### config.mk
export PLATFORM = sky130hd
export DESIGN_NAME = i2c_regbank_fifo
export DESIGN_NICKNAME = d
export VERILOG_FILES = /design/src/rtl/i2c_regbank_pkg.sv /design/src/rtl/i2c_byte_fifo.sv /design/src/rtl/i2c_regbank_fifo.sv
export SDC_FILE = /design/constraint.sdc
export NUM_CORES = 1
export LEC_CHECK = 0
export ABC_AREA = 1
export BUFFER_PORTS_ARGS = -buffer_cell sky130_fd_sc_hd__buf_2
export CAP_MARGIN = 20
export CELL_PAD_IN_SITES_DETAIL_PLACEMENT = 0
export CELL_PAD_IN_SITES_GLOBAL_PLACEMENT = 1
export CORE_MARGIN = 2
export CORE_UTILIZATION = 30
export DETAILED_ROUTE_END_ITERATION = 16
export PLACE_DENSITY_LB_ADDON = 0.2
export SYNTH_ARGS = -nofsm -noshare
export SYNTH_HDL_FRONTEND = slang
export SYNTH_SLANG_ARGS = --single-unit
### constraint.sdc
create_clock -name HCLK -period 2.65 [get_ports HCLK]
set_input_delay 0.265 -clock HCLK [delete_from_list [all_inputs] [get_ports HCLK]]
set_output_delay 0.265 -clock HCLK [all_outputs]
set_load 0.02 [all_outputs]
### src/rtl/i2c_regbank_pkg.sv
// Shared definitions for the I2C APB register bank: register offsets,
// STATUS bit positions and the ADDR register layout.
package i2c_regbank_pkg;

  localparam logic [7:0] ADDR_OFS   = 8'h00;
  localparam logic [7:0] STATUS_OFS = 8'h04;
  localparam logic [7:0] IRQ_EN_OFS = 8'h08;
  localparam logic [7:0] TXDATA_OFS = 8'h0C;
  localparam logic [7:0] RXDATA_OFS = 8'h10;

  localparam int NAK_BIT = 0;
  localparam int TRA_BIT = 1;
  localparam int REC_BIT = 2;
  localparam int OVR_BIT = 3;

  typedef struct packed {
    logic       tba;
    logic [9:0] slvaddr;
  } addr_reg_t;

endpackage

### src/rtl/i2c_byte_fifo.sv
// Byte FIFO with power-of-two depth. Full/empty are judged on the level at the
// start of the cycle, so a push to a full FIFO is dropped even if it also pops.
module i2c_byte_fifo #(
  parameter int DEPTH = 4,
  parameter int LW    = $clog2(DEPTH) + 1
) (
  input  logic          HCLK,
  input  logic          HRESETn,
  input  logic          push,
  input  logic [7:0]    din,
  input  logic          pop,
  output logic [7:0]    dout,
  output logic          full,
  output logic          empty,
  output logic [LW-1:0] level
);

  localparam int PW = $clog2(DEPTH);

  logic [7:0]    mem [DEPTH];
  logic [PW-1:0] wr_ptr;
  logic [PW-1:0] rd_ptr;
  logic          push_ok;
  logic          pop_ok;

  assign full    = (level == LW'(DEPTH));
  assign empty   = (level == '0);
  assign push_ok = push && !full;
  assign pop_ok  = pop && !empty;
  assign dout    = mem[rd_ptr];

  always_ff @(posedge HCLK or negedge HRESETn) begin
    if (!HRESETn) begin
      for (int i = 0; i < DEPTH; i++) mem[i] <= '0;
      wr_ptr <= '0;
      rd_ptr <= '0;
      level  <= '0;
    end else begin
      if (push_ok) begin
        mem[wr_ptr] <= din;
        wr_ptr      <= wr_ptr + PW'(1);
      end
      if (pop_ok) rd_ptr <= rd_ptr + PW'(1);
      case ({push_ok, pop_ok})
        2'b10:   level <= level + LW'(1);
        2'b01:   level <= level - LW'(1);
        default: level <= level;
      endcase
    end
  end

endmodule

### src/rtl/i2c_regbank_fifo.sv
// APB register bank for the I2C controller: slave address, W1C sticky status,
// interrupt enables and TX/RX byte FIFOs. Zero wait states, errors on PSLVERR.
module i2c_regbank_fifo
  import i2c_regbank_pkg::*;
#(
  parameter int APB_ADDR_WIDTH = 12,
  parameter int APB_DATA_WIDTH = 32,
  parameter int FIFO_DEPTH     = 4
) (
  input  logic                      HCLK,
  input  logic                      HRESETn,
  input  logic [APB_ADDR_WIDTH-1:0] i_PADDR,
  input  logic [APB_DATA_WIDTH-1:0] i_PWDATA,
  input  logic                      i_PWRITE,
  input  logic                      i_PSEL,
  input  logic                      i_PENABLE,
  output logic [APB_DATA_WIDTH-1:0] o_PRDATA,
  output logic                      o_PREADY,
  output logic                      o_PSLVERR,
  output logic                      o_irq,
  output logic                      o_tba,
  output logic [9:0]                o_slvaddr,
  output logic                      o_tx_valid,
  output logic [7:0]                o_tx_data,
  input  logic                      i_tx_ready,
  input  logic                      i_rx_valid,
  input  logic [7:0]                i_rx_data,
  input  logic                      i_tra,
  input  logic                      i_nak
);

  localparam int LW = $clog2(FIFO_DEPTH) + 1;

  addr_reg_t     addr_q;
  logic [3:0]    status_q;
  logic [3:0]    status_nxt;
  logic [3:0]    irq_en_q;
  logic [3:0]    irq_en_nxt;
  logic [3:0]    status_set;
  logic [3:0]    status_clr;

  logic          access;
  logic          rd;
  logic          wr;
  logic          upper_zero;
  logic          hit_addr, hit_status, hit_irq_en, hit_tx, hit_rx;
  logic          mapped;
  logic          err;
  logic          wr_ok;

  logic          tx_push, tx_pop, tx_full, tx_empty;
  logic [7:0]    tx_dout;
  logic [LW-1:0] tx_level;
  logic          rx_push, rx_pop, rx_full, rx_empty;
  logic [7:0]    rx_dout;
  logic [LW-1:0] rx_level;

  logic          unused_pwdata;

  assign access     = i_PSEL && i_PENABLE;
  assign wr         = access && i_PWRITE;
  assign rd         = access && !i_PWRITE;
  assign upper_zero = ((i_PADDR >> 8) == '0);
  assign hit_addr   = upper_zero && (i_PADDR[7:0] == ADDR_OFS);
  assign hit_status = upper_zero && (i_PADDR[7:0] == STATUS_OFS);
  assign hit_irq_en = upper_zero && (i_PADDR[7:0] == IRQ_EN_OFS);
  assign hit_tx     = upper_zero && (i_PADDR[7:0] == TXDATA_OFS);
  assign hit_rx     = upper_zero && (i_PADDR[7:0] == RXDATA_OFS);
  assign mapped     = hit_addr || hit_status || hit_irq_en || hit_tx || hit_rx;

  assign err = access && (!mapped
                          || (i_PWRITE && hit_tx && tx_full)
                          || (!i_PWRITE && hit_rx && rx_empty));
  assign wr_ok = wr && !err;

  assign o_PREADY  = 1'b1;
  assign o_PSLVERR = err;

  always_comb begin
    o_PRDATA = '0;
    if (hit_addr)
      o_PRDATA = {addr_q.tba, 21'h0, addr_q.slvaddr};
    else if (hit_status)
      o_PRDATA = {12'h0, 4'(rx_level), 4'h0, 4'(tx_level), 4'h0, status_q};
    else if (hit_irq_en)
      o_PRDATA = {28'h0, irq_en_q};
    else if (hit_rx && !rx_empty)
      o_PRDATA = {24'h0, rx_dout};
  end

  assign tx_push = wr_ok && hit_tx;
  assign tx_pop  = o_tx_valid && i_tx_ready;
  assign rx_push = i_rx_valid && !rx_full;
  assign rx_pop  = rd && hit_rx && !rx_empty;

  i2c_byte_fifo #(.DEPTH(FIFO_DEPTH), .LW(LW)) u_tx_fifo (
    .HCLK    (HCLK),
    .HRESETn (HRESETn),
    .push    (tx_push),
    .din     (i_PWDATA[7:0]),
    .pop     (tx_pop),
    .dout    (tx_dout),
    .full    (tx_full),
    .empty   (tx_empty),
    .level   (tx_level)
  );

  i2c_byte_fifo #(.DEPTH(FIFO_DEPTH), .LW(LW)) u_rx_fifo (
    .HCLK    (HCLK),
    .HRESETn (HRESETn),
    .push    (rx_push),
    .din     (i_rx_data),
    .pop     (rx_pop),
    .dout    (rx_dout),
    .full    (rx_full),
    .empty   (rx_empty),
    .level   (rx_level)
  );

  assign o_tx_valid = !tx_empty;
  assign o_tx_data  = tx_dout;
  assign o_tba      = addr_q.tba;
  assign o_slvaddr  = addr_q.slvaddr;

  // Hardware set is OR'd in after the clear so it wins a same-cycle W1C.
  always_comb begin
    status_set          = '0;
    status_set[NAK_BIT] = i_nak;
    status_set[TRA_BIT] = i_tra;
    status_set[REC_BIT] = rx_push;
    status_set[OVR_BIT] = i_rx_valid && rx_full;
    status_clr          = (wr_ok && hit_status) ? i_PWDATA[3:0] : 4'h0;
    status_nxt          = (status_q & ~status_clr) | status_set;
    irq_en_nxt          = (wr_ok && hit_irq_en) ? i_PWDATA[3:0] : irq_en_q;
  end

  always_ff @(posedge HCLK or negedge HRESETn) begin
    if (!HRESETn) begin
      addr_q   <= '0;
      status_q <= '0;
      irq_en_q <= '0;
      o_irq    <= 1'b0;
    end else begin
      if (wr_ok && hit_addr) begin
        addr_q.tba     <= i_PWDATA[31];
        addr_q.slvaddr <= i_PWDATA[9:0];
      end
      status_q <= status_nxt;
      irq_en_q <= irq_en_nxt;
      o_irq    <= |(status_nxt & irq_en_nxt);
    end
  end

  assign unused_pwdata = ^i_PWDATA[30:10];

endmodule

# Yosys cells after proc, flatten, opt, wreduce, memory -nomap -nowiden
# Cells that the tools add are included.
dict set report op_classes {
  order_cmp 6
  addsub 8
  n_bitwise 8
  n_mul 0
  shifts 0
  n_eq_ne 10
  mux 20
  div 0
  reduce_logical 50
}
# cell n
set op_table {}
lappend op_table {{bitwise mux 32 bit} 2}
lappend op_table {{two-way mux 8 bit} 8}
lappend op_table {{binary-select mux 8 bit (select 2 bit)} 2}
lappend op_table {{demux 8 bit (select 2 bit)} 2}
lappend op_table {{two-way mux 32 bit} 1}
lappend op_table {{logical AND 1 bit} 30}
lappend op_table {{two-way mux 19 bit} 1}
lappend op_table {{== test 8 x 4 -> 1 bit (second input constant)} 2}
lappend op_table {{greater-or-equal comparator 3 bit (second input constant)} 4}
lappend op_table {{logical NOT 12 bit} 1}
lappend op_table {{NOT 2 -> 3 bit} 4}
lappend op_table {{case mux 3 bit (2 select lines)} 2}
lappend op_table {{adder 2 x 1 -> 2 bit (second input constant)} 4}
lappend op_table {{bitwise AND 4 bit} 2}
lappend op_table {{== test 8 x 3 -> 1 bit (second input constant)} 1}
lappend op_table {{== test 8 x 5 -> 1 bit (second input constant)} 1}
lappend op_table {{logical NOT 8 bit} 1}
lappend op_table {{two-way mux 4 bit} 2}
lappend op_table {{logical NOT 1 bit} 7}
lappend op_table {{adder 3 x 1 -> 3 bit (second input constant)} 2}
lappend op_table {{== test 3 bit (second input constant)} 2}
lappend op_table {{logical NOT 3 bit} 2}
lappend op_table {{logical OR 1 bit} 6}
lappend op_table {{< comparator 3 x 1 -> 1 bit (second input constant)} 2}
lappend op_table {{other kinds (7)} 11}
dict set report word_totals {
  mem_bits_rw 0
  word_cells 121
  out_inout_bits 55
  mem_count 0
  romBits 0
  inputBits 61
  latch_bits 0
  regBits 98
}

# Logic depth before layout (Yosys ltp)
# Gate-level depths: netlist (run 1).
dict set report logic_depth {
  depth_word 19
  mapped_depth 17
  depth_no_buf 17
}

# By module
# Synthesis (run 1) repeated with hierarchy kept, for this count alone.
dict set report hier_totals {
  cells_unflattened 699
  hier_area_um2 5517.8
}
# mod cells_each n_inst seq_area_each_um2 area_per_inst_um2
set by_module_without_submodules {}
lappend by_module_without_submodules {i2c_byte_fifo 251 2 975.9 2031.9}
lappend by_module_without_submodules {i2c_regbank_fifo 197 1 500.5 1453.9}

# Worst setup path before layout (run 1)
# No wires, ideal clock.
dict set report synth_path {
  kind {input port to flip-flop}
  startpoint {in i_PADDR[11]}
  endpoint {reg u_rx_fifo.level[2]}
  setup_slack_ns 0.422
  cell_stages 13
  required_ns 2.519
  t_arrival_ns 2.097
  setup_time_ns 0.131
  n_path_buf 0
  cell_sequence {nor2_2 -> nand2_2 -> nor2_1 -> nand2_1 -> nor2_1 -> nand2_1 -> inv_1 -> ha_1 -> inv_1 -> fa_1 -> a21oi_1 -> o21ai_0 -> xor2_1}
}
dict set report synth_between {
  elab_chain_cells 7
  word_cells_on_any_way 9
  cone_classes {eq/ne: 2; mux: 1; reduce/logical: 6}
}
# item line_no
set synth_lines {}
lappend synth_lines {{start: declaration} i2c_regbank_fifo.sv:12} ;# input logic [APB_ADDR_WIDTH-1:0] i_PADDR,
lappend synth_lines {{logical NOT 12 bit (*)} i2c_regbank_fifo.sv:63} ;# assign upper_zero = ((i_PADDR >> 8) == '0);
lappend synth_lines {{logical AND 1 bit (*)} i2c_regbank_fifo.sv:68} ;# assign hit_rx = upper_zero && (i_PADDR[7:0] == RXDATA_OFS);
lappend synth_lines {{logical AND 1 bit (*) (2 in a row)} i2c_regbank_fifo.sv:94} ;# assign rx_pop = rd && hit_rx && !rx_empty;
lappend synth_lines {{logical AND 1 bit (*)} i2c_byte_fifo.sv:29} ;# assign pop_ok = pop && !empty;
lappend synth_lines {{named net u_rx_fifo.pop_ok} i2c_byte_fifo.sv:24} ;# logic pop_ok;
lappend synth_lines {{== test 2 x 1 -> 1 bit or == test 2 bit (tied branches)} i2c_byte_fifo.sv:44} ;# case ({push_ok, pop_ok})
lappend synth_lines {{case mux 3 bit (2 select lines) or nonzero test 2 bit (tied branches)} -}
lappend synth_lines {{end signal: assignment} i2c_byte_fifo.sv:45} ;# 2'b10: level <= level + LW'(1);
lappend synth_lines {{end signal: assignment} i2c_byte_fifo.sv:46} ;# 2'b01: level <= level - LW'(1);
lappend synth_lines {{end signal: assignment} i2c_byte_fifo.sv:47} ;# default: level <= level;
lappend synth_lines {{end: declaration} i2c_byte_fifo.sv:15} ;# output logic [LW-1:0] level
# The timed path passes the listed nets; every way through them passes the cells marked *.
# A chain may end at the register's enable or synchronous reset.

# Worst setup path in the final report (run 1)
dict set report layout_path {
  startpoint {reg u_tx_fifo.level[0]}
  endpoint {reg u_tx_fifo.level[2]}
}
dict set report layout_between {
  elab_chain_cells 11
  word_cells_on_any_way 20
  cone_classes {add/sub: 2; eq/ne: 3; mux: 1; reduce/logical: 14}
}
# item line_no
set layout_lines {}
lappend layout_lines {{start: declaration} i2c_byte_fifo.sv:15}
lappend layout_lines {{start signal: assignment} i2c_byte_fifo.sv:45}
lappend layout_lines {{start signal: assignment} i2c_byte_fifo.sv:46}
lappend layout_lines {{start signal: assignment} i2c_byte_fifo.sv:47}
lappend layout_lines {{== test 3 bit} i2c_byte_fifo.sv:26} ;# assign full = (level == LW'(DEPTH));
lappend layout_lines {{logical AND 1 bit} i2c_regbank_fifo.sv:72} ;# || (i_PWRITE && hit_tx && tx_full)
lappend layout_lines {{logical OR 1 bit} i2c_regbank_fifo.sv:72}
lappend layout_lines {{logical OR 1 bit} i2c_regbank_fifo.sv:73} ;# || (!i_PWRITE && hit_rx && rx_empty));
lappend layout_lines {{logical AND 1 bit} i2c_regbank_fifo.sv:71} ;# assign err = access && (!mapped
lappend layout_lines {{logical NOT 1 bit} i2c_regbank_fifo.sv:74} ;# assign wr_ok = wr && !err;
lappend layout_lines {{logical AND 1 bit} i2c_regbank_fifo.sv:74}
lappend layout_lines {{logical AND 1 bit} i2c_regbank_fifo.sv:91} ;# assign tx_push = wr_ok && hit_tx;
lappend layout_lines {{logical AND 1 bit} i2c_byte_fifo.sv:28} ;# assign push_ok = push && !full;
lappend layout_lines {{== test 2 x 1 -> 1 bit or == test 2 bit (tied branches)} i2c_byte_fifo.sv:44}
lappend layout_lines {{case mux 3 bit (2 select lines) or nonzero test 2 bit (tied branches)} -}
# Several ways; a longest one is shown, not always the timed one.

==> run_results.csv, run 1 <==
group,metric,value,unit
status,status,"completed",
yosys,synth_compound_area_share,16.9,%
yosys,synth.avg_cell_area,8.46,um2
yosys,synth_xor_area_share,1.60,%
routing,routed_wl,12500,um
worst_setup_path,slowest_delay,0.39,ns
pwr,clockPowerShare,29.9,%
worst_setup_path,startpoint_type,"flop",
die,die_height,132,um
worst_setup_path,reg2reg_slack,0.23,ns
global_routing,antenna_found_initial,1,
cells_and_area,final_common_cell,"nand2_1",
die,initial_core_util,30.8,%
global_routing,grt_pass1_vias,3928,
yosys,ys_seq_area_share,49.9,%
cells_and_area,drive_above_1_share,18.7,%
placement,dpl.cell_count,866,
routing,vias_per_cell,4.52,
routing,route.detailed.drc,0,
worst_setup_path,cp.arrival,2.64,ns
die,rows,46,
worst_setup_path,endpoint_kind,"flop",
yosys,synth_top_family_by_area,"simple AND/OR/NAND/NOR gates",
timing,finalSetupViolations,0,
yosys,synth_simple_gate_area_share,18.3,%
cells_and_area,fin_util,36.6,%
worst_setup_path,crit_top_cell,"inv_1",
worst_setup_path,path_class,"flop to flop",
clocking,cts_inserted_buffers,9,
yosys,syn_inst,581,
die,die_w,132,um
worst_setup_path,crit_fanout,7,
worst_setup_path,path_cells,"inv_1 > nand3_1 > nor2_1 > nand3_1 > nand3_2 > nand2_4 > nand2_4 > inv_1 > nand4_1 > ha_1 > inv_1 > fa_1 > a21oi_1 > o21ai_0 > xor2_1",
flow_run,maxCapViolCount,0,
worst_setup_path,r2r_start,"u_tx_fifo.level[0]$_DFFE_PN0P_",
yosys,synth_top_area_share,49.9,%
pwr,p_sw,1.58,mW
timing,timing.final.hold_violations,0,
hold_path,min_from,"i_PWDATA[9]",
cells_and_area,layout.nets,735,
placement,hpwl,9070,um
pwr,p_sw_share,33.8,%
clocking,htreeDepth,3,
global_routing,grt_use_total,15.0,%
worst_setup_path,cp_data_required_time,2.87,ns
pwr,combPwrFrac,27.6,%
clocking,numClockSinks,98,
die,core_area,15900,um2
worst_setup_path,cp_slowest_cell,"dfrtp_1",
timing,post-route-min-period,2.42,ns
cells_and_area,fin_cells,884,
global_routing,grt_pass1_wl,20600,um
timing,tns,0,ns
worst_setup_path,reg2reg_depth,15,
clocking,cts_max_path_buffers,2,
timing,rsz0062_at_grt,"no",
routing,routedWlPerCell,14.1,um
timing,holdWs,0.123,ns
yosys,synth_area,4920,um2
clocking,insertion_delay,0.35,ns
yosys,ys_ff_latch,98,
pwr,ir_drop,0.319,mV
clocking,cts_tree,"built",
pwr,total_power,4.69,mW
die,die_area,17400,um2
clocking,cts_root_buf,"clkbuf_16",
routing,drt_iter0_drc,222,
routing,first_pass_iters,4,
yosys,synth.distinct_cells,33,
pwr,p_leak,2.98,nW
placement,place.gp.congestion,0.815,
hold_path,hold_class,"primary input to flop",
timing,tightest_slew,0.570,ns
pwr,powerDensity,804,nW/um2
hold_path,hold_path_end,"o_slvaddr[9]$_DFFE_PN0P_",
pwr,p_int,3.11,mW
cells_and_area,nFillCells,1736,
cells_and_area,syn2layout_area_growth,18.6,%
cells_and_area,final_cell_mix,"nand2_1, dfrtp_1, o21ai_0, buf_2, inv_1",
worst_setup_path,r2r_end,"u_tx_fifo.level[2]$_DFFE_PN0P_",
timing,finalClockSkew,0.00639,ns
timing,slew_viol_final,0,
yosys,yosys-top-cells-area,"dfrtp_1, nand2_1, o21ai_0",
yosys,synthAdderAreaFrac,3.36,%
yosys,yosys-mux-area-fraction,0,%
global_routing,grt_max_degree,41,
routing,antenna_left,0,
timing,fin_crit_sh,91.3,%
yosys,yosysWarningCount,0,
clocking,postCtsSetupRepairBufs,0,
hold_path,holdPathStages,3,
yosys,yosysTopAreaCell,"dfrtp_1",
die,pin_count,116,
pwr,power_frac_seq,42.5,%
clocking,path_clk_slew,0.07,ns
routing,vias,3998,
timing,relSlewSlack,62.0,%
timing,fmax,413,MHz
placement,portBuffers,76,
global_routing,overflow,0,
[flip-flops by register name, indices dropped and copies added, names as in the netlist, 2 cells and up]
name and count:
u_tx_fifo.rd_ptr 2, irq_en_q 4, u_rx_fifo.mem 32, u_tx_fifo.level 3
u_rx_fifo.rd_ptr 2, status_q 4, o_slvaddr 10, u_tx_fifo.wr_ptr 2
u_rx_fifo.wr_ptr 2, u_tx_fifo.mem 32, u_rx_fifo.level 3
[synthesized netlist by cell type, drive strengths merged]
cell,count
o21ai,118
xor2,7
clkbuf,11
nand4,7
a221oi,1
a21oi,11
dfrtp,98
nor3,6
fa,2
buf,25
nor2,49
conb,2
inv,67
ha,10
o32ai,2
o22ai,12
a22oi,6
o31ai,1
nand2,131
nand3,13
xnor2,2
[final cells by class]
type / count / area [um2] / share of cell area (%)
timing repair buffer: 90 / 503 / 8.62
sequential: 98 / 2450 / 42.0
clock inverter: 2 / 60.1 / 1.03
clock buffer: 14 / 254 / 4.35
inverter: 67 / 251 / 4.31
antenna: 1 / 2.50 / 0.0429
tap: 216 / 270 / 4.63
multi-input combinational: 396 / 2040 / 35.0
[worst max-delay path, delay by kind of cell (launching register included)]
family / cells / cell delay [ns]
and+or+nand+nor: 7 / 0.69
DFF: 1 / 0.39
adders and majority gates: 2 / 0.52
AOI/OAI and AO/OA: 2 / 0.27
buffers and inverters: 3 / 0.26
xor gates and xnor gates: 1 / 0.16
[through the flow]
stage	cell area [um2]	worst slack, ns
floorplan	4980	0.422
global placement	5510	0.278
detailed placement	5510	0.251
CTS	5830	0.240
global route	5830	0.00593
finish	5830	0.230
[worst max-delay path by stage]
stage	endpoint	depth (start not counted)	from	slack [ns]
6_report	u_tx_fifo.level[2]$_DFFE_PN0P_	15	u_tx_fifo.level[0]$_DFFE_PN0P_	0.23
2_1_floorplan	u_rx_fifo.level[2]$_DFFE_PN0P_	13	i_PADDR[11]	0.42
3_5_place_dp	u_tx_fifo.level[2]$_DFFE_PN0P_	16	i_PADDR[11]	0.25
4_1_cts	o_PRDATA[2]	6	u_rx_fifo.rd_ptr[1]$_DFFE_PN0P_	0.24
5_1_grt	u_tx_fifo.level[2]$_DFFE_PN0P_	15	u_tx_fifo.level[0]$_DFFE_PN0P_	0.006
3_3_place_gp	u_tx_fifo.level[2]$_DFFE_PN0P_	16	i_PADDR[11]	0.28
[power by group through the flow]
stage	Clock, mW	Combinational (mW)	Sequential, mW
final	1.40	1.30	1.99
after global placement	0	1.29	2.01
after CTS	1.45	1.32	1.99
after floorplan	0	0.966	1.95
after detailed placement	0	1.32	2.02
after global routing	1.52	1.51	2.03
[what timing repair did]
item | CTS | global route
resized for setup | 0 | 0
hold buffers | 1 | 0
endpoints found under the hold margin | 38 | 0
[routing by layer]
metal | wire [um] | track usage [%] | up-vias
li1 | - | - | 2024
met1 | 5640 | 19.0 | 1886
met2 | 6150 | 25.1 | 70
met3 | 439 | 3.34 | 18
met4 | 225 | 5.19 | 0
met5 | 0 | 0 | -
[logic make-up (layout without fill, tap and decap cells)]
kind of cell             Yosys count  count (layout)
AND/OR/NAND/NOR                  206             206
AO/OA/AOI/OAI                    151             151
buffers and inverters            103             173
flip-flops                        98              98
adder cells (fa/ha/maj)           12              12
XOR/XNOR                           9               9
other                              2              19
(Power assumes the default switching activity.)
==> inputs of run 2 (changes only) <==
--- a/config.mk
+++ b/config.mk
@@ -12,6 +12,7 @@
 export CELL_PAD_IN_SITES_GLOBAL_PLACEMENT = 1
 export CORE_MARGIN = 2
 export CORE_UTILIZATION = 30
+export CTS_BUF_LIST = sky130_fd_sc_hd__clkbuf_4
 export DETAILED_ROUTE_END_ITERATION = 16
 export PLACE_DENSITY_LB_ADDON = 0.2
 export SYNTH_ARGS = -nofsm -noshare
==> run 2 against run 1 <==
Total power fell by 10%. Sequential share of layout area increased by 0.45 points. First-iteration DRC count fell by 11%. Die area stayed put. Register-to-register slack better by 0.02 ns. Non-clock buffer count grew 9. Sequential cell count stayed put. Largest cell class unchanged. Critical path depth is the same. Wire length up 0.63%. Via count up 0.20%.
==> run_results.csv, run 2 (synthesized netlist as in run 1, its figures left out) <==
group,metric,value,unit
routing,antenna_left,0,
timing,setup_slack,0.246,ns
cells_and_area,drive_above_1_share,19.2,%
placement,hpwl,9070,um
clocking,insertion_delay,0.47,ns
worst_setup_path,path_class,"flop to flop",
cells_and_area,nFillCells,1741,
routing,vias,4006,
timing,finalSetupViolations,0,
timing,tightest_slew,0.578,ns
cells_and_area,seqCellArea,2450,um2
die,rows,46,
timing,post-route-min-period,2.40,ns
global_routing,grt_pass1_wl,20700,um
pwr,ir_drop,0.202,mV
timing,relSlewSlack,61.5,%
placement,preCtsSetupSlack,0.251,ns
die,die_height,132,um
die,die_w,132,um
cells_and_area,fin_util,36.2,%
pwr,powerDensity,729,nW/um2
global_routing,grt_max_degree,41,
hold_path,hold_class,"primary input to flop",
timing,fin_crit_sh,90.7,%
worst_setup_path,endpoint_kind,"flop",
clocking,cts_max_path_buffers,2,
timing,fmax,416,MHz
die,core_area,15900,um2
routing,route.detailed.drc,0,
cells_and_area,multi_input_area,2040,um2
placement,place.gp.congestion,0.815,
clocking,htreeDepth,3,
cells_and_area,final_common_cell,"nand2_1",
worst_setup_path,cp_data_required_time,3.01,ns
clocking,postCtsSetupRepairBufs,0,
routing,vias_per_cell,4.49,
pwr,p_leak,2.95,nW
routing,drt_iter0_drc,198,
routing,routed_wl,12500,um
cells_and_area,final_cell_mix,"nand2_1, dfrtp_1, o21ai_0, buf_2, inv_1",
routing,first_pass_iters,4,
timing,rsz0062_at_grt,"no",
worst_setup_path,crit_fanout,7,
timing,tns,0,ns
die,die_area,17400,um2
cells_and_area,fin_cells,892,
cells_and_area,n_antenna_cell,0,
worst_setup_path,startpoint_type,"flop",
worst_setup_path,cp.arrival,2.77,ns
clocking,numClockSinks,98,
placement,portBuffers,76,
clocking,cts_tree,"built",
timing,finalClockSkew,0.0166,ns
timing,timing.final.hold_violations,0,
die,initial_core_util,30.8,%
die,pin_count,116,
global_routing,antenna_found_initial,0,
global_routing,overflow,0,
status,status,"completed",
clocking,path_clk_slew,0.14,ns
flow_run,maxCapViolCount,0,
routing,routedWlPerCell,14.1,um
global_routing,grt_pass1_vias,3962,
timing,slew_viol_final,0,
clocking,cts_inserted_buffers,9,
timing,holdWs,0.0316,ns
cells_and_area,layout.nets,744,
placement,dpl.cell_count,866,
global_routing,grt_use_total,15.0,%
clocking,cts_root_buf,"clkbuf_4",
cells_and_area,syn2layout_area_growth,17.4,%
[run 2: changes by cell type in the layout (fill, tap and decap cells not counted)]
cell           change
clkinvlp_4         +1
clkbuf_4          +13
clkbuf_16          -9
clkbuf_1           -4
diode_2            -1
inv_1              -2
inv_2              +1
clkinv_1           +1
dlygate4sd3_1      +9
clkbuf_8           -1
[run 2: what timing repair did]
action                     CTS  global route
hold buffers                10             0
hold endpoints to repair    47             0
setup endpoints to repair    0             2
gates resized for setup      0             2
[run 2: metal layers]
layer	routed length, um	share of wire, %	up-vias	GRT usage [%]
met5	0	0	-	0
met4	247	2.0	0	5.19
met3	442	3.5	15	3.34
met2	6210	50	76	25.4
met1	5640	45	1878	18.9
li1	-	-	2037	-
[run 2: critical path: stages, from the launching register on]
cell and delay (ns):
dfrtp_1 0.41, inv_1 0.15, nand3_1 0.14, nor2_1 0.11
nand3_1 0.09, nand3_2 0.10, nand2_4 0.09, nand2_4 0.08
inv_1 0.04, nand4_1 0.08, ha_1 0.15, inv_1 0.06
fa_1 0.37, a21oi_1 0.15, o21ai_0 0.12, xor2_1 0.15
[run 2: metrics by stage]
stage	cell area, um2	power [mW]
floorplan	4980	2.91
global placement	5510	3.29
detailed placement	5510	3.33
CTS	5770	4.28
global route	5770	4.57
finish	5770	4.21
[run 2: final timing paths]
| kind | end | from | cells after the start | slack (ns) |
|---|---|---|---|---|
| max in group asynchronous | u_tx_fifo.mem[15]$_DFFE_PN0P_ | HRESETn | 3 | 1.59 |
| min | status_q[0]$_DFF_PN0_ | i_nak | 3 | 0.03 |
| min in group asynchronous | u_rx_fifo.level[2]$_DFFE_PN0P_ | HRESETn | 2 | 0.32 |
| max | u_tx_fifo.level[2]$_DFFE_PN0P_ | u_tx_fifo.level[1]$_DFFE_PN0P_ | 15 | 0.25 |
| max reg2reg | u_tx_fifo.level[2]$_DFFE_PN0P_ | u_tx_fifo.level[1]$_DFFE_PN0P_ | 15 | 0.25 |
| min reg2reg | u_rx_fifo.mem[10]$_DFFE_PN0P_ | u_rx_fifo.mem[10]$_DFFE_PN0P_ | 2 | 0.50 |
[run 2: final cells by class]
type                            instances  area share (%)
Sequential cell                        98            42.5
Tap cell                              216            4.68
Clock inverter                          3            1.11
Multi-Input combinational cell        396            35.3
Clock buffer                           13            1.69
Timing Repair Buffer                   99            10.3
Inverter                               67            4.42
[run 2: report_power, final]
| part | switching (mW) | leakage, nW | internal [mW] |
|---|---|---|---|
| Clock | 0.490 | 0.0896 | 0.424 |
| Sequential | 0.193 | 1.21 | 1.80 |
| Combinational | 0.847 | 1.65 | 0.460 |
